File: config.mk
export PLATFORM = sky130hd
export DESIGN_NAME = digit_load_seq
export DESIGN_NICKNAME = d
export VERILOG_FILES = /design/src/rtl/digit_load_pkg.sv /design/src/rtl/ascii_digit_check.sv /design/src/rtl/digit_load_seq.sv
export SDC_FILE = /design/constraint.sdc
export NUM_CORES = 1
export LEC_CHECK = 0
export ABC_AREA = 0
export CAP_MARGIN = 20
export CORE_MARGIN = 1.5
export CORE_UTILIZATION = 45
export DETAILED_ROUTE_END_ITERATION = 10
export PLACE_DENSITY = 0.71
export REMOVE_ABC_BUFFERS = 1
export SYNTH_ARGS = -nofsm -noshare
export SYNTH_HDL_FRONTEND = slang
export SYNTH_HIERARCHICAL = 1
export SYNTH_SLANG_ARGS = --single-unit
File: constraint.sdc
create_clock -name clk -period 2.5 [get_ports clk]
set_input_delay 0.375 -clock clk [delete_from_list [all_inputs] [get_ports clk]]
set_output_delay 0.375 -clock clk [all_outputs]
set_load 0.02 [all_outputs]
File: src/rtl/digit_load_pkg.sv
// Shared definitions for the digit-entry sequencer: FSM state encoding,
// ASCII constants and digit position indices.
package digit_load_pkg;

  typedef enum logic [3:0] {
    S_IDLE  = 4'd0,
    S_GET0  = 4'd1,
    S_GET1  = 4'd2,
    S_GET2  = 4'd3,
    S_GET3  = 4'd4,
    S_EMIT0 = 4'd5,
    S_EMIT1 = 4'd6,
    S_EMIT2 = 4'd7,
    S_EMIT3 = 4'd8,
    S_ERR   = 4'd9
  } state_e;

  localparam logic [7:0] ASCII_ZERO  = 8'h30;
  localparam logic [7:0] ASCII_FIVE  = 8'h35;
  localparam logic [7:0] ASCII_NINE  = 8'h39;
  localparam logic [7:0] ASCII_QMARK = 8'h3F;

  localparam logic [1:0] POS_MTENS = 2'd0;
  localparam logic [1:0] POS_MONES = 2'd1;
  localparam logic [1:0] POS_STENS = 2'd2;
  localparam logic [1:0] POS_SONES = 2'd3;

  // Tens positions only accept 0..5
  function automatic logic pos_is_tens(input logic [1:0] pos);
    return (pos == POS_MTENS) || (pos == POS_STENS);
  endfunction

endpackage

File: src/rtl/ascii_digit_check.sv
// Combinational range check of one received ASCII character against the
// allowed digit range of a tens (0..5) or ones (0..9) position.
module ascii_digit_check
  import digit_load_pkg::*;
(
  input  logic [7:0] rx_data,
  input  logic       is_tens,
  output logic       is_valid,
  output logic [3:0] value
);

  logic [7:0] w_max;

  assign w_max    = is_tens ? ASCII_FIVE : ASCII_NINE;
  assign is_valid = (rx_data >= ASCII_ZERO) && (rx_data <= w_max);
  // '0'..'9' are 8'h30..8'h39, so the low nibble is already the digit value
  assign value    = rx_data[3:0];

endmodule

File: src/rtl/digit_load_seq.sv
// Command-entry sequencer: collects 'T'/'A' + MMSS from a byte stream,
// validates the digits and replays them one per cycle on the load interface.
// Optional byte echo on a transmit port when DIGIT_LOAD_ECHO_EN is defined.
//
// state | meaning
// IDLE  | waiting for a command byte
// GETn  | collecting digit n (Mtens, Mones, Stens, Sones)
// EMITk | driving load strobe for position k, rx held off
// ERR   | one-cycle error pulse, then back to IDLE
module digit_load_seq
  import digit_load_pkg::*;
#(
  parameter logic [7:0]  CMD_TIME   = 8'h54,
  parameter logic [7:0]  CMD_ALARM  = 8'h41,
  parameter logic [7:0]  ABORT_CHAR = 8'h1B,
  parameter logic [23:0] TO_CYC     = 24'd0
) (
  input  logic       clk,
  input  logic       rst,
  input  logic [7:0] rx_data,
  input  logic       rx_valid,
  output logic       rx_ready,
`ifdef DIGIT_LOAD_ECHO_EN
  output logic [7:0] tx_data,
  output logic       tx_valid,
  input  logic       tx_ready,
`endif
  output logic       ld_time,
  output logic       ld_alarm,
  output logic       ldMtens,
  output logic       ldMones,
  output logic       ldStens,
  output logic       ldSones,
  output logic [3:0] ld_num,
  output logic       run,
  output logic       busy,
  output logic       err
);

  state_e      r_state;
  state_e      w_next;
  state_e      w_get_next;
  logic        r_mode_t;
  logic [3:0]  r_digits [4];
  logic [23:0] r_to_cnt;
  logic        r_ld_time;
  logic        r_ld_alarm;
  logic [3:0]  r_sel;
  logic [3:0]  r_num;

  logic        w_get;
  logic        w_emit;
  logic        w_next_get;
  logic        w_accept;
  logic        w_is_cmd;
  logic        w_abort;
  logic        w_valid;
  logic [3:0]  w_value;
  logic [1:0]  w_pos;
  logic        w_timeout;

  assign w_get      = (r_state == S_GET0) || (r_state == S_GET1) ||
                      (r_state == S_GET2) || (r_state == S_GET3);
  assign w_emit     = (r_state == S_EMIT0) || (r_state == S_EMIT1) ||
                      (r_state == S_EMIT2) || (r_state == S_EMIT3);
  assign w_next_get = (w_next == S_GET0) || (w_next == S_GET1) ||
                      (w_next == S_GET2) || (w_next == S_GET3);
  assign w_accept   = rx_valid && rx_ready;
  assign w_is_cmd   = (rx_data == CMD_TIME) || (rx_data == CMD_ALARM);
  assign w_abort    = (rx_data == ABORT_CHAR);
  assign w_timeout  = w_get && !w_accept && (TO_CYC != 24'd0) && (r_to_cnt <= 24'd1);

  // Digit position being collected and the state that follows it
  always_comb begin
    w_pos      = POS_MTENS;
    w_get_next = S_GET1;
    case (r_state)
      S_GET1: begin w_pos = POS_MONES; w_get_next = S_GET2;  end
      S_GET2: begin w_pos = POS_STENS; w_get_next = S_GET3;  end
      S_GET3: begin w_pos = POS_SONES; w_get_next = S_EMIT0; end
      default: ;
    endcase
  end

  ascii_digit_check u_check (
    .rx_data  (rx_data),
    .is_tens  (pos_is_tens(w_pos)),
    .is_valid (w_valid),
    .value    (w_value)
  );

  // Next-state decode
  always_comb begin
    w_next = r_state;
    case (r_state)
      S_IDLE:  if (w_accept && w_is_cmd) w_next = S_GET0;
      S_GET0, S_GET1, S_GET2, S_GET3: begin
        if (w_accept) begin
          if (w_abort)      w_next = S_IDLE;
          else if (w_valid) w_next = w_get_next;
          else              w_next = S_ERR;
        end else if (w_timeout) begin
          w_next = S_ERR;
        end
      end
      S_EMIT0: w_next = S_EMIT1;
      S_EMIT1: w_next = S_EMIT2;
      S_EMIT2: w_next = S_EMIT3;
      S_EMIT3: w_next = S_IDLE;
      S_ERR:   w_next = S_IDLE;
      default: w_next = S_IDLE;
    endcase
  end

  // State, mode, digit buffer and inactivity timer
  always_ff @(posedge clk or negedge rst) begin
    if (!rst) begin
      r_state  <= S_IDLE;
      r_mode_t <= 1'b0;
      r_to_cnt <= 24'd0;
      for (int i = 0; i < 4; i++) r_digits[i] <= 4'd0;
    end else begin
      r_state <= w_next;
      if (r_state == S_IDLE && w_accept && w_is_cmd)
        r_mode_t <= (rx_data == CMD_TIME);
      if (w_get && w_accept && !w_abort && w_valid)
        r_digits[w_pos] <= w_value;
      // Load TO_CYC-1 so the timeout lands exactly TO_CYC cycles after the last byte
      if (w_accept && w_next_get)
        r_to_cnt <= (TO_CYC == 24'd0) ? 24'd0 : TO_CYC - 24'd1;
      else if (w_get && r_to_cnt != 24'd0)
        r_to_cnt <= r_to_cnt - 24'd1;
      else if (!w_get)
        r_to_cnt <= 24'd0;
    end
  end

  // Registered load strobes, computed from the state being entered
  always_ff @(posedge clk or negedge rst) begin
    if (!rst) begin
      r_ld_time  <= 1'b0;
      r_ld_alarm <= 1'b0;
      r_sel      <= 4'b0000;
      r_num      <= 4'd0;
    end else begin
      r_ld_time  <= 1'b0;
      r_ld_alarm <= 1'b0;
      r_sel      <= 4'b0000;
      r_num      <= 4'd0;
      case (w_next)
        S_EMIT0: begin r_sel <= 4'b1000; r_num <= r_digits[0]; end
        S_EMIT1: begin r_sel <= 4'b0100; r_num <= r_digits[1]; end
        S_EMIT2: begin r_sel <= 4'b0010; r_num <= r_digits[2]; end
        S_EMIT3: begin r_sel <= 4'b0001; r_num <= r_digits[3]; end
        default: ;
      endcase
      if ((w_next == S_EMIT0) || (w_next == S_EMIT1) ||
          (w_next == S_EMIT2) || (w_next == S_EMIT3)) begin
        r_ld_time  <= r_mode_t;
        r_ld_alarm <= !r_mode_t;
      end
    end
  end

`ifdef DIGIT_LOAD_ECHO_EN
  logic [7:0] r_tx_data;
  logic       r_tx_valid;
  logic       w_reject;

  assign w_reject = w_get && (w_abort || !w_valid);

  // Echo each consumed byte; rejected/aborted entries and timeouts echo '?'
  always_ff @(posedge clk or negedge rst) begin
    if (!rst) begin
      r_tx_data  <= 8'h00;
      r_tx_valid <= 1'b0;
    end else if (w_accept) begin
      r_tx_valid <= 1'b1;
      r_tx_data  <= w_reject ? ASCII_QMARK : rx_data;
    end else if (w_timeout) begin
      r_tx_valid <= 1'b1;
      r_tx_data  <= ASCII_QMARK;
    end else if (tx_ready) begin
      r_tx_valid <= 1'b0;
    end
  end

  assign tx_data  = r_tx_data;
  assign tx_valid = r_tx_valid;
  assign rx_ready = !w_emit && !(r_tx_valid && !tx_ready);
`else
  assign rx_ready = !w_emit;
`endif

  assign ld_time  = r_ld_time;
  assign ld_alarm = r_ld_alarm;
  assign ldMtens  = r_sel[3];
  assign ldMones  = r_sel[2];
  assign ldStens  = r_sel[1];
  assign ldSones  = r_sel[0];
  assign ld_num   = r_num;
  assign run      = !(r_mode_t && (w_get || w_emit));
  assign busy     = (r_state != S_IDLE);
  assign err      = (r_state == S_ERR);

endmodule

==> results of run 1 <==
## final cells by class
class                   count  area [um^2]  area share
flip-flops and latches     31        775.7      0.3198
multi-input cells         103        982.2      0.4048
clock buffers               5        68.82     0.02837
clock inverters             3        25.02     0.01031
repair buffers             55        495.5      0.2042
well taps                  48        60.06     0.02475
inverters                   5        18.77    0.007736
## cell families after synthesis
| logic type | synth area share |
|---|---|
| AO/OA/AOI/OAI | 0.1348 |
| flip-flops | 0.4422 |
| adder cells (fa/ha/maj) | 0.01426 |
| AND/OR/NAND/NOR | 0.1626 |
| buffers and inverters | 0.07561 |
| multiplexers | 0.1605 |
| XOR/XNOR | 0.009988 |
## per-layer routing
metal  vias up  wire (um)
met4         0        104
met2        37       2262
li1        655          -
met1       690       1664
met3        11        186
met5         -          0
## through the flow
stage               utilization  setup TNS, ps  hold slack, ps  instance area, um^2  setup WS [ps]
floorplan                     -         -10840           79.41                 1640         -741.6
global placement         0.5851         -10490           475.7                 2158         -519.3
detailed placement       0.5851         -12450           490.9                 2158         -582.4
CTS                      0.6418          -5485           470.4                 2367         -325.4
global route             0.6577          -8472           494.2                 2426         -409.3
finish                   0.6577          -5880           464.6                 2426         -327.2
## registers in the layout, indices dropped and copies added, names as in the netlist
register and count:
r_digits 16, ld_num 4, r_sel 4, r_state 4
ld_alarm 1, ld_time 1, r_mode_t 1
## what timing repair did
action,in CTS,in global routing
pin swaps,13,2
gates resized for setup,18,7
cloned,0,0
endpoints found under the setup margin,24,27
setup buffers,3,0
## where the power goes
part           internal (mW)  total, mW  switching (mW)
Combinational          0.418      0.886           0.467
Clock                  0.198      0.406           0.207
Sequential             0.572      0.623          0.0513
## how the worst min path moves through the flow
stage,endpoint,cells past startpoint
floorplan,ld_alarm$_DFF_PN0_,0
global placement,r_digits[0]$_DFFE_PN0P_,1
detailed placement,r_digits[2]$_DFFE_PN0P_,1
CTS,r_digits[2]$_DFFE_PN0P_,2
global route,r_digits[0]$_DFFE_PN0P_,2
finish,r_digits[4]$_DFFE_PN0P_,2
## synthesized netlist by cell type (2+ instances only)
library cell / count
sky130_fd_sc_hd__mux2_2: 2
sky130_fd_sc_hd__nand2_1: 6
sky130_fd_sc_hd__buf_2: 4
sky130_fd_sc_hd__nor3_1: 2
sky130_fd_sc_hd__and2_1: 2
sky130_fd_sc_hd__mux2_1: 3
sky130_fd_sc_hd__a22oi_1: 4
sky130_fd_sc_hd__nand4_1: 3
sky130_fd_sc_hd__a21oi_1: 4
sky130_fd_sc_hd__ha_1: 2
sky130_fd_sc_hd__nand2b_1: 7
sky130_fd_sc_hd__o21ai_0: 2
sky130_fd_sc_hd__buf_6: 4
sky130_fd_sc_hd__nor4_1: 2
sky130_fd_sc_hd__dfrtp_1: 31
sky130_fd_sc_hd__nor4b_1: 2
sky130_fd_sc_hd__nand3_1: 2
sky130_fd_sc_hd__or4_4: 3
sky130_fd_sc_hd__o21ai_1: 4
sky130_fd_sc_hd__nand3b_1: 2
sky130_fd_sc_hd__clkbuf_1: 2
sky130_fd_sc_hd__mux2_4: 15
sky130_fd_sc_hd__buf_4: 5
sky130_fd_sc_hd__nor2_1: 11
sky130_fd_sc_hd__inv_1: 5
sky130_fd_sc_hd__xor2_1: 2
sky130_fd_sc_hd__o2bb2ai_1: 5
sky130_fd_sc_hd__a31oi_1: 2
## critical path: cells and delay by family (launching register included)
kind / cells / cell delay [ps]
and+or+nand+nor: 2 / 660
xor gates and xnor gates: 1 / 240
muxes: 1 / 320
adders and majority gates: 1 / 250
DFF: 1 / 410
buffers and inverters: 3 / 270
AOI/OAI and AO/OA: 3 / 550
==> summary.log, run 1 <==
INFO  cts            clock_latency=290ps
INFO  cts            cts_inserted_buffers=5
INFO  drt            drcViolationCount=0
INFO  die            chipHeight=65.44um
INFO  worst_setup_path capture_point_of_the_worst_reg_to_reg_path=r_digits[5]$_DFFE_PN0P_
INFO  worst_setup_path worst_setup_path_endpoint=r_digits[5]$_DFFE_PN0P_
INFO  run_status     status=finished, violations left
INFO  drt            wire_per_inst=16.87um
INFO  global_route   maximum_number_of_pins_on_one_net_before_global_route_repair=32
INFO  drt            drt-vias-per-instance=5.572
INFO  placed_design  place.gp.congestion=0.8919
INFO  global_route   grt_antenna_before_repair=0
INFO  cts            cts_hold_repair.buffers=0
INFO  cts            ctsLongestPathBuffers=2
INFO  worst_setup_path worstRegToRegCells=11
INFO  cells_and_area area_growth=38.30%
INFO  synth          postSynthCellCount=155
INFO  synth          post-synth-top-area-fraction=0.4422
INFO  synth          yosys-top-cells-area=sky130_fd_sc_hd__dfrtp_1 44%, sky130_fd_sc_hd__mux2_4 13%, sky130_fd_sc_hd__buf_6 2.6%
INFO  cts            clock_tree_from_tritoncts=yes
INFO  synth          post_synth_num_cell_types=45
INFO  synth          synth_edf_count=0
INFO  synth          synth.ff_latch_count=31
INFO  die            initial_core_util=0.4756
INFO  cts            clkTransAtPathRegs=70ps
INFO  global_route   globalRouteMet2Util=0.3890
INFO  hold_path      min_path_type=in -> async
INFO  worst_setup_path cpMostUsedCell=sky130_fd_sc_hd__buf_6
INFO  synth          yosys_top_cell_by_area=sky130_fd_sc_hd__dfrtp_1
INFO  drt            sum_of_routed_wire_length_over_all_layers=4218um
INFO  power          power=1.914mW
INFO  global_route   grt_usage=0.2260
INFO  timing         worst_pin_slew=714.4ps
INFO  global_route   wire_length_of_the_first_global_routing_pass=6996um
INFO  placed_design  dp.final_hpwl=2930um
INFO  timing         grt_setup_unrepaired=true
INFO  power          p_leak=1.106nW
INFO  placed_design  dp_cells=240
INFO  worst_setup_path worst-r2r-setup-slack=-330ps
INFO  global_route   global_route.peak_usage_layer=met2
INFO  die            design.die.area=0.004282mm^2
INFO  cts            clock_sink_count=31
INFO  global_route   groute.layer.met3.usage=0.05993
INFO  die            die_width=65.44um
INFO  timing         slew-limit-headroom=0.5171
INFO  global_route   globalRouteMet1Util=0.2572
INFO  cells_and_area layout_cell_share_with_drive_strength_beyond_1=0.3762
INFO  timing         finalHoldViolations=0
INFO  cells_and_area finalNetCount=214
INFO  timing         timing.final.crit_share=1.131
INFO  worst_setup_path timing.critical_path.cells=xor2_2 > nand2_2 > ha_4 > buf_6 > a21oi_2 > o211a_1 > inv_2 > buf_6 > a41o_4 > or4_4 > mux2_4
INFO  synth          async_set_or_reset_register_ratio_after_synthesis=1.000
INFO  global_route   vias_in_the_first_global_route=1430
INFO  timing         report.final.slew_viol_count=0
INFO  run            cap_viol_max_count=0
INFO  worst_setup_path crit_path_max_fanout=4
INFO  cells_and_area mostFrequentLayoutCell=sky130_fd_sc_hd__dfrtp_1
INFO  drt            detail-route-antenna-nets=0
INFO  timing         fin_skew=6.910ps
INFO  synth          synth.avg_cell_area=11.32um^2
INFO  worst_setup_path critical-path-max-stage-delay=550ps
INFO  cts            clock_tree.htree_level_count=2
INFO  global_route   grt_overflow=0
INFO  cts            clk_root_buffer_cell=sky130_fd_sc_hd__clkbuf_8
INFO  synth          synth_area=0.001754mm^2
INFO  cells_and_area finish.cell_count_without_fillers=250
INFO  die            core=0.003689mm^2
INFO  worst_setup_path worstSetupEndpointType=register
INFO  synth          synth-warning-count=6
INFO  worst_setup_path crit_start=r_state[2]$_DFF_PN0_
INFO  run_status     failing_checks=setup timing
INFO  drt            drt_pass1_iterations=4
INFO  timing         fmaxAchievable=353.7MHz
INFO  synth          synth-seq-area-share=0.4422
INFO  worst_setup_path worst_path_arrival=3000ps
INFO  worst_setup_path r2r_start=r_state[2]$_DFF_PN0_
INFO  placed_design  placement.io_buffers=24
INFO  worst_setup_path worstSetupPathType=reg -> reg
INFO  die            io_pins=25
INFO  timing         final_critical_path_setup_slack=-327.2ps
INFO  timing         fin_crit=2827ps
INFO  synth          ys_dominant_reg_cell=sky130_fd_sc_hd__dfrtp_1
INFO  die            placementRows=22
INFO  worst_setup_path crit_slowest_cell=sky130_fd_sc_hd__or4_4
INFO  cells_and_area most-common-layout-cells=31 x sky130_fd_sc_hd__dfrtp_1, 25 x sky130_fd_sc_hd__buf_4, 24 x sky130_fd_sc_hd__clkdlybuf4s50_1
INFO  drt            vias=1393
INFO  worst_setup_path required=2680ps
INFO  power          power_density=789.1mW/mm^2
INFO  power          irDropWorstVdd=0.3980mV
INFO  drt            dr.first_iter.drc_count=96
INFO  worst_setup_path start_kind=register
INFO  cells_and_area diodes=0
INFO  timing         setup-violations-final=24
INFO  cells_and_area fill_cells=304
No activity file was read; power rests on OpenSTA's default activity.
==> run 2, diff against run 1 <==
ABC_CLOCK_PERIOD_IN_PS = 2500   (was not set)
==> results of run 2 <==
Same layout as run 1: the final DEF is identical, and so are final timing and power.
